### config.mk
export PLATFORM = sky130hd
export DESIGN_NAME = board_sram_arbiter
export DESIGN_NICKNAME = d
export VERILOG_FILES = /design/src/rtl/board_sram_arbiter_pkg.sv /design/src/rtl/board_sram_arbiter_rr_pick3.sv /design/src/rtl/board_sram_arbiter.sv
export SDC_FILE = /design/constraint.sdc
export NUM_CORES = 1
export LEC_CHECK = 0
export ABC_AREA = 1
export CAP_MARGIN = 20
export CELL_PAD_IN_SITES_DETAIL_PLACEMENT = 1
export CELL_PAD_IN_SITES_GLOBAL_PLACEMENT = 1
export CORE_MARGIN = 3
export CORE_UTILIZATION = 21
export CTS_BUF_LIST = sky130_fd_sc_hd__clkbuf_16
export CTS_CLUSTER_SIZE = 25
export DETAILED_ROUTE_END_ITERATION = 10
export GPL_ROUTABILITY_DRIVEN = 0
export HOLD_SLACK_MARGIN = 0.06
export MAX_ROUTING_LAYER = met4
export PLACE_DENSITY = 0.79
export SETUP_SLACK_MARGIN = 0.05
export SYNTH_ARGS = -nofsm -noshare
export SYNTH_HDL_FRONTEND = slang
export SYNTH_SLANG_ARGS = --single-unit
### constraint.sdc
create_clock -name clk -period 2.7 [get_ports clk]
set_input_delay 0.81 -clock clk [delete_from_list [all_inputs] [get_ports clk]]
set_output_delay 0.81 -clock clk [all_outputs]
set_load 0.1 [all_outputs]
### src/rtl/board_sram_arbiter_pkg.sv
// Shared definitions for the board SRAM arbiter: tile width, port count,
// address-width derivation and the ownership FSM encoding.
package board_pkg;

    localparam int TILE_W = 4;
    localparam int NPORT  = 3;

    // The board address carries three extra bits above the depth field.
    function automatic int aw_of(input int depth);
        return depth + 3;
    endfunction

    typedef enum logic [1:0] {
        IDLE  = 2'd0,
        OWN   = 2'd1,
        PAUSE = 2'd2
    } state_t;

endpackage

### src/rtl/board_sram_arbiter_rr_pick3.sv
// Combinational round-robin pick among three requesters, starting the
// search at rr_ptr and wrapping modulo three.
module rr_pick3
    import board_pkg::*;
(
    input  logic [NPORT-1:0] req,
    input  logic [1:0]       rr_ptr,
    output logic [NPORT-1:0] winner,
    output logic [1:0]       idx
);

    logic       found;
    logic [1:0] cand;

    always_comb begin
        winner = '0;
        idx    = 2'd0;
        found  = 1'b0;
        cand   = 2'd0;
        for (int k = 0; k < NPORT; k++) begin
            cand = 2'((int'(rr_ptr) + k) % NPORT);
            if (!found && req[cand]) begin
                found        = 1'b1;
                idx          = cand;
                winner[cand] = 1'b1;
            end
        end
    end

endmodule

### src/rtl/board_sram_arbiter.sv
// Three-port SRAM arbiter: round-robin ownership with optional lock,
// bounded hold time and a one-cycle bus turnaround after every release.
module board_sram_arbiter
    import board_pkg::*;
#(
    parameter int depth    = 19,
    parameter int x_width  = 10,
    parameter int MAX_HOLD = 16,
    localparam int AW      = aw_of(depth)
) (
    input  logic                      clk,
    input  logic                      reset,
    input  logic [NPORT-1:0]          req,
    input  logic [NPORT-1:0]          lock,
    input  logic [NPORT-1:0]          we,
    input  logic [NPORT*AW-1:0]       addr,
    input  logic [NPORT*TILE_W-1:0]   wdata,
    output logic [NPORT-1:0]          gnt,
    output logic [NPORT-1:0]          ack,
    output logic [NPORT-1:0]          rvalid,
    output logic [TILE_W-1:0]         rdata,
    output logic [AW-1:0]             sram_addr,
    output logic [TILE_W-1:0]         sram_data_out,
    output logic                      sram_en,
    output logic                      sram_we,
    input  logic [TILE_W-1:0]         sram_data_in
);

    localparam int HW = $clog2(MAX_HOLD + 1);

    generate
        if (x_width >= AW) begin : g_bad_x_width
            $error("x_width must index inside the board address");
        end
    endgenerate

    state_t            state, state_nx;
    logic [1:0]        rr_ptr, rr_nx;
    logic [1:0]        owner, owner_nx;
    logic [HW-1:0]     hold_cnt, hold_nx;
    logic [NPORT-1:0]  gnt_q, gnt_nx;
    logic [NPORT-1:0]  rvalid_q;
    logic [NPORT-1:0]  ack_c;
    logic [NPORT-1:0]  pick_onehot;
    logic [1:0]        pick_idx;
    logic [AW-1:0]     own_addr;
    logic [TILE_W-1:0] own_wdata;
    logic              own_req, own_lock, own_we;

    rr_pick3 u_pick (
        .req    (req),
        .rr_ptr (rr_ptr),
        .winner (pick_onehot),
        .idx    (pick_idx)
    );

    always_comb begin
        own_addr  = addr[0 +: AW];
        own_wdata = wdata[0 +: TILE_W];
        case (owner)
            2'd1: begin
                own_addr  = addr[AW +: AW];
                own_wdata = wdata[TILE_W +: TILE_W];
            end
            2'd2: begin
                own_addr  = addr[2*AW +: AW];
                own_wdata = wdata[2*TILE_W +: TILE_W];
            end
            default: ;
        endcase
    end

    assign own_req  = req[owner];
    assign own_lock = lock[owner];
    assign own_we   = we[owner];

    always_comb begin
        state_nx = state;
        rr_nx    = rr_ptr;
        owner_nx = owner;
        hold_nx  = hold_cnt;
        gnt_nx   = gnt_q;
        ack_c    = '0;
        sram_en  = 1'b0;
        sram_we  = 1'b0;
        case (state)
            IDLE: begin
                if (|req) begin
                    owner_nx = pick_idx;
                    gnt_nx   = pick_onehot;
                    hold_nx  = '0;
                    state_nx = OWN;
                end
            end
            OWN: begin
                // A reset arriving mid-ownership must not emit one more strobe.
                if (own_req && !reset) begin
                    sram_en      = 1'b1;
                    sram_we      = own_we;
                    ack_c[owner] = 1'b1;
                end
                if (!own_req || !own_lock || hold_cnt == HW'(MAX_HOLD - 1)) begin
                    rr_nx    = (owner == 2'd2) ? 2'd0 : owner + 2'd1;
                    gnt_nx   = '0;
                    state_nx = PAUSE;
                end else if (hold_cnt != {HW{1'b1}}) begin
                    hold_nx = hold_cnt + 1'b1;
                end
            end
            PAUSE: begin
                gnt_nx   = '0;
                state_nx = IDLE;
            end
            default: begin
                gnt_nx   = '0;
                state_nx = IDLE;
            end
        endcase
    end

    always_ff @(posedge clk) begin
        if (reset) begin
            state    <= IDLE;
            rr_ptr   <= 2'd0;
            owner    <= 2'd0;
            hold_cnt <= '0;
            gnt_q    <= '0;
            rvalid_q <= '0;
        end else begin
            state    <= state_nx;
            rr_ptr   <= rr_nx;
            owner    <= owner_nx;
            hold_cnt <= hold_nx;
            gnt_q    <= gnt_nx;
            rvalid_q <= ack_c & ~we;
        end
    end

    assign gnt           = gnt_q;
    assign ack           = ack_c;
    assign rvalid        = rvalid_q & {NPORT{~reset}};
    assign rdata         = sram_data_in;
    assign sram_addr     = own_addr;
    assign sram_data_out = own_wdata;

endmodule

==> results of run 1 <==
[metal layers]
layer	global-route usage [%]	vias to the layer above
li1	-	1257
met1	17.7	1228
met2	37.4	99
met3	5.48	10
met4	4.00	0
met5	-	-
[what timing repair did]
action | 4_1_cts | 5_1_grt
pin swaps | 7 | 2
buffers inserted | 2 | 7
setup endpoints to repair | 22 | 28
gates resized for setup | 19 | 15
hold buffers | 0 | 0
cloned | 1 | 0
[final timing paths]
check / startpoint / end / cells past startpoint
max: we[0] / sram_we / 5
min: hold_cnt[4] / hold_cnt[4] / 2
max reg2reg: rr_ptr[0] / owner[0] / 10
min reg2reg: hold_cnt[4] / hold_cnt[4] / 2
[worst reg2reg max path, stage by stage (launching register included)]
cell,delay [ns]
dfxtp_1,0.35
inv_1,0.09
ha_1,0.44
inv_1,0.13
nand2_1,0.09
nand3_1,0.07
nand2_1,0.11
nand3_1,0.11
o21ai_0,0.10
inv_1,0.06
a31oi_1,0.17
[cells by family after synthesis]
logic type / synth area share (%)
AO/OA/AOI/OAI: 17.9
XOR/XNOR: 0.504
adder cells (fa/ha/maj): 8.64
buffers and inverters: 12.8
flip-flops: 19.6
AND/OR/NAND/NOR: 40.6
[layout by cell type (no fill, tap or decap), drive strengths merged, types with 11 or more instances in the layout]
| master | instances |
|---|---|
| a31oi | 28 |
| buf | 60 |
| o21ai | 12 |
| dfxtp | 17 |
| a21oi | 11 |
| inv | 34 |
| nand3 | 21 |
| clkdlybuf4s50 | 83 |
| nor2 | 43 |
| ha | 12 |
| nand2 | 102 |
[stage by stage]
step / TNS, ns / area, um2 / setup slack (ns) / power, uW
global route: 0 / 4210 / 0.0258 / 6110
floorplan: -1.59 / 2240 / -0.413 / 3690
global placement: -1.76 / 3990 / -0.385 / 5290
CTS: 0 / 4140 / 0.0549 / 5800
finish: 0 / 4210 / 0.0625 / 5870
detailed placement: -1.93 / 3990 / -0.424 / 5370
[power breakdown]
group	switching [uW]	internal, uW
registers	33.3	294
clock network	105	197
logic	3300	1940
total	3440	2430
[flip-flops by register name, summed over array words and instances, names as in the netlist]
| signal | flops |
|---|---|
| rr_ptr | 2 |
| hold_cnt | 5 |
| state | 2 |
| owner | 2 |
| gnt | 3 |
| rvalid_q | 3 |
[final cells by class]
class	count	area, um2	share of cell area [%]
repair buffers	147	1840	43.6
multi-input cells	238	1670	39.6
flip-flops and latches	17	343	8.15
inverters	34	158	3.75
well taps	102	128	3.03
clock buffers	3	75.1	1.78
clock inverters	1	3.75	0.0892
==> impl_metrics.csv, run 1 <==
group,metric,value,unit
logic_synthesis,synth_top_cell_by_area,"nand2_1",
setup_path,arrival,1.83,ns
sta,worst_pin_slew,0.388,ns
sta,rsz0062_at_grt,"true",
sta,hold_viol,0,
global_route,antenna_found_initial,0,
setup_path,critPathBufInv,2,
logic_synthesis,syn_inst,308,
logic_synthesis,syn_avg_cell_area,5.64,um2
detailed_routing,postRouteAntennaNets,0,
detailed_routing,met1_length,3090,um
clocking,cts.sinks,17,
detailed_routing,vias,2594,
logic_synthesis,postSynth.asyncResetShare,0,%
global_route,grt_max_degree,28,
logic_synthesis,synth_flop_cell,"dfxtp_1",
logic_synthesis,syn_nets,413,
logic_synthesis,synth_edf_count,0,
sta,skew,0.00180,ns
detailed_routing,drt_iter0_markers,27,
floorplan,die-area,0.00940,mm2
global_route,grt_usage,18.9,%
logic_synthesis,synth_cell_type_count,26,
detailed_routing,routed_wl,8910,um
detailed_routing,vias_per_cell,4.79,
clocking,clock_latency,0.25,ns
sta,drv_slew,0,
cells_and_area,layout.nets,546,
logic_synthesis,ys_seq_area_share,19.6,%
global_route,grt_pass1_vias,2931,
logic_synthesis,synthTopCellsByCount,"99 x nand2_1, 42 x nor2_1, 30 x inv_1, 28 x a31oi_1, 20 x nand3_1",
logic_synthesis,yosys_warnings,0,
global_route,grt-ovfl-total,0,
cells_and_area,diodes,0,
power_and_ir_drop,p_per_area,1390,mW/mm2
sta,setup_viol,0,
detailed_routing,wl_met2,4980,um
setup_path,path_max_fanout,2,
logic_synthesis,synth-seq-cells,17,
setup_path,required,1.89,ns
run_status,status,"finished, final reports clean",
setup_path,crit_chain,"clkdlybuf4s50_1 -> o21ai_2 -> a2bb2oi_2 -> nor2_4 -> buf_12",
setup_path,endpoint_kind,"primary output",
cells_and_area,utilization,53.3,%
floorplan,core_area,0.00789,mm2
clocking,path_clk_slew,0.05,ns
setup_path,crit_family,"buffers and inverters",
cells_and_area,fin_cells,542,
floorplan,core.rowCount,32,
clocking,clockRootBuffer,"clkbuf_16",
setup_path,start_kind,"input port",
floorplan,initial_core_util,22.0,%
setup_path,worst-r2r-setup-slack,0.88,ns
setup_path,worst_path_largest_cell_delay,0.52,ns
cells_and_area,fillCellCount,912,
detailed_routing,drc,0,
detailed_routing,wl_per_cell,16.4,um
run,maxCapViolations,0,
sta,timing.final.crit_share,97.7,%
placed_design,port_buffers,125,
power_and_ir_drop,p_leak,0.00164,uW
logic_synthesis,synth_area_leaders,"nand2_1 21%, dfxtp_1 20%, a31oi_1 10%, nor2_1 9.1%, ha_1 8.6%",
setup_path,timing_worst_setup_path_type,"input port to primary output",
detailed_routing,met3WireLength,702,um
logic_synthesis,syn-cell-area,0.00174,mm2
sta,layout_min_cycle_time,2.64,ns
placed_design,dpl.hpwl,7330,um
clocking,ctsHtreeMaxLevel,1,
floorplan,die_y,97.0,um
clocking,tritoncts,"done",
setup_path,slowest_stage,"clkdlybuf4s50_1",
detailed_routing,maxUsedRoutingLayer,"met4",
global_route,grt_first_pass_wirelength,14100,um
floorplan,num_io_pins,134,
min_path,hp-class,"register to register",
power_and_ir_drop,vdd_ir_drop_max,0.741,mV
clocking,cts_buffers,3,
floorplan,die_w,97.0,um
cells_and_area,syn_to_final_growth,142,%
sta,relSlewSlack,74.1,%
detailed_routing,dr.pass1.iters,5,
sta,fmax,379,MHz
cells_and_area,layout-drive-gt1-share,27.5,%
logic_synthesis,synth_most_common_cell,"nand2_1",
logic_synthesis,synth_top_cell_area_share,21.4,%
sta,holdWs,0.483,ns
clocking,cts_buffer_depth,2,
placed_design,dp.cells,529,
No activity file was read; power rests on OpenSTA's default activity.
==> run 2, diff against run 1 <==
--- a/config.mk
+++ b/config.mk
@@ -12,7 +12,7 @@
 export CORE_MARGIN = 3
 export CORE_UTILIZATION = 21
 export CTS_BUF_LIST = sky130_fd_sc_hd__clkbuf_16
-export CTS_CLUSTER_SIZE = 25
+export CTS_CLUSTER_SIZE = 10
 export DETAILED_ROUTE_END_ITERATION = 10
 export GPL_ROUTABILITY_DRIVEN = 0
 export HOLD_SLACK_MARGIN = 0.06
==> results of run 2 <==
Final layout, timing and power as in run 1 (identical DEF).
==> run 3, diff against run 2 <==
--- a/config.mk
+++ b/config.mk
@@ -19,6 +19,7 @@
 export MAX_ROUTING_LAYER = met4
 export PLACE_DENSITY = 0.79
 export SETUP_SLACK_MARGIN = 0.05
+export SKIP_CTS_REPAIR_TIMING = 1
 export SYNTH_ARGS = -nofsm -noshare
 export SYNTH_HDL_FRONTEND = slang
 export SYNTH_SLANG_ARGS = --single-unit
==> run 3 against run 2 <==
Power down 0.72%; clock skew about the same; register-to-register slack about the same; cell count up 0.37%; critical path type unchanged; largest cell class unchanged.
==> impl_metrics.csv, run 3 (synthesis results as in run 1) <==
group,metric,value,unit
setup_path,start_kind,"input port",
power_and_ir_drop,p_per_area,1390,mW/mm2
detailed_routing,vias_per_cell,4.76,
sta,rsz0062_at_grt,"true",
floorplan,die-area,0.00940,mm2
placed_design,dpl.hpwl,7330,um
sta,worst_pin_slew,0.385,ns
detailed_routing,drt_iter0_markers,17,
detailed_routing,routed_wl,8890,um
power_and_ir_drop,vdd_ir_drop_max,0.791,mV
setup_path,crit_chain,"buf_6 -> buf_6 -> inv_12 -> nand2_4 -> nand3_2 -> nand2_2 -> nand2_2 -> nor2_4 -> clkinv_4 -> nor2_4 -> buf_12",
clocking,path_clk_slew,0.05,ns
setup_path,endpoint_kind,"primary output",
clocking,clockRootBuffer,"clkbuf_16",
cells_and_area,layout.nets,548,
cells_and_area,final_area,0.00420,mm2
clocking,cts.sinks,17,
min_path,hp-class,"register to register",
sta,hold_viol,0,
cells_and_area,layout_commonest_cell,"nand2_1",
sta,fmax,371,MHz
detailed_routing,met1_length,3190,um
global_route,antenna_found_initial,0,
cells_and_area,largest_reg_flops,5,
detailed_routing,postRouteAntennaNets,0,
global_route,grt_first_pass_wirelength,13800,um
setup_path,path_max_fanout,7,
sta,relSlewSlack,74.3,%
clocking,ctsHtreeMaxLevel,1,
setup_path,required,1.89,ns
clocking,cts_buffers,3,
cells_and_area,layout-drive-gt1-share,27.1,%
clocking,tritoncts,"done",
detailed_routing,dr.pass1.iters,4,
run_status,status,"finished, final reports clean",
sta,skew,0.00172,ns
setup_path,timing_worst_setup_path_type,"input port to primary output",
sta,drv_slew,0,
cells_and_area,utilization,53.3,%
detailed_routing,wl_per_cell,16.3,um
detailed_routing,drc,0,
sta,setup_viol,0,
clocking,clock_latency,0.25,ns
floorplan,die_y,97.0,um
power_and_ir_drop,p_total,5830,uW
global_route,grt-ovfl-total,0,
setup_path,worst_path_largest_cell_delay,0.18,ns
detailed_routing,wl_met2,4840,um
global_route,grt_max_degree,35,
floorplan,initial_core_util,22.0,%
placed_design,dpl_cell_area,0.00399,mm2
setup_path,slowest_stage,"buf_12",
global_route,grt_usage,18.5,%
floorplan,core.rowCount,32,
detailed_routing,met3WireLength,702,um
floorplan,core_area,0.00789,mm2
detailed_routing,maxUsedRoutingLayer,"met4",
setup_path,arrival,1.88,ns
placed_design,port_buffers,125,
floorplan,num_io_pins,134,
floorplan,die_w,97.0,um
cells_and_area,diodes,0,
sta,timing.final.crit_share,99.8,%
global_route,grt_pass1_vias,2876,
cells_and_area,regMostFlops,"hold_cnt",
run,maxCapViolations,0,
cells_and_area,syn_to_final_growth,142,%
detailed_routing,vias,2587,
clocking,cts_buffer_depth,2,
power_and_ir_drop,p_leak,0.00165,uW
sta,layout_min_cycle_time,2.69,ns
cells_and_area,layout_common_cells,"96 x nand2_1, 84 x clkdlybuf4s50_1, 37 x buf_12, 34 x nor2_1, 29 x inv_1",
-- run 3: cell type report --
class	count	area, um2
clock buffers	3	75.1
clock inverters	1	3.75
inverters	34	153
multi-input cells	238	1660
fillers	910	3680
well taps	102	128
flip-flops and latches	17	342
repair buffers	149	1850
-- run 3: final timing paths --
kind	cells after the start	startpoint	endpoint	slack (ns)
max reg2reg	10	rr_ptr[0]	owner[0]	0.88
max	11	req[0]	ack[1]	0.005
min reg2reg	2	hold_cnt[4]	hold_cnt[4]	0.49
min	2	hold_cnt[4]	hold_cnt[4]	0.49
-- run 3: metrics by stage --
stage          setup WS [ns]  hold WS (ns)  instances  setup TNS [ns]
2_1_floorplan         -0.413         0.458        308           -1.59
5_1_grt              -0.0681         0.501        544          -0.183
4_1_cts               -0.435         0.483        533           -2.00
6_report             0.00514         0.485        544               0
3_3_place_gp          -0.385         0.453        529           -1.76
3_5_place_dp          -0.424         0.462        529           -1.93
-- run 3: power breakdown --
part           switching [uW]  internal, uW
Combinational            3290          1910
Sequential               28.8           293
Clock                     103           197
Total                    3430          2400
-- run 3: worst max-delay path: cells and delay by family --
kind / cells / cell delay [ns]
AND/OR/NAND/NOR: 6 / 0.54
buffers and inverters: 5 / 0.53
-- run 3: routing by layer --
metal	GRT usage (%)	up-vias
met3	5.48	12
met4	4.00	0
met2	36.4	98
li1	-	1260
met1	17.5	1217
met5	-	-
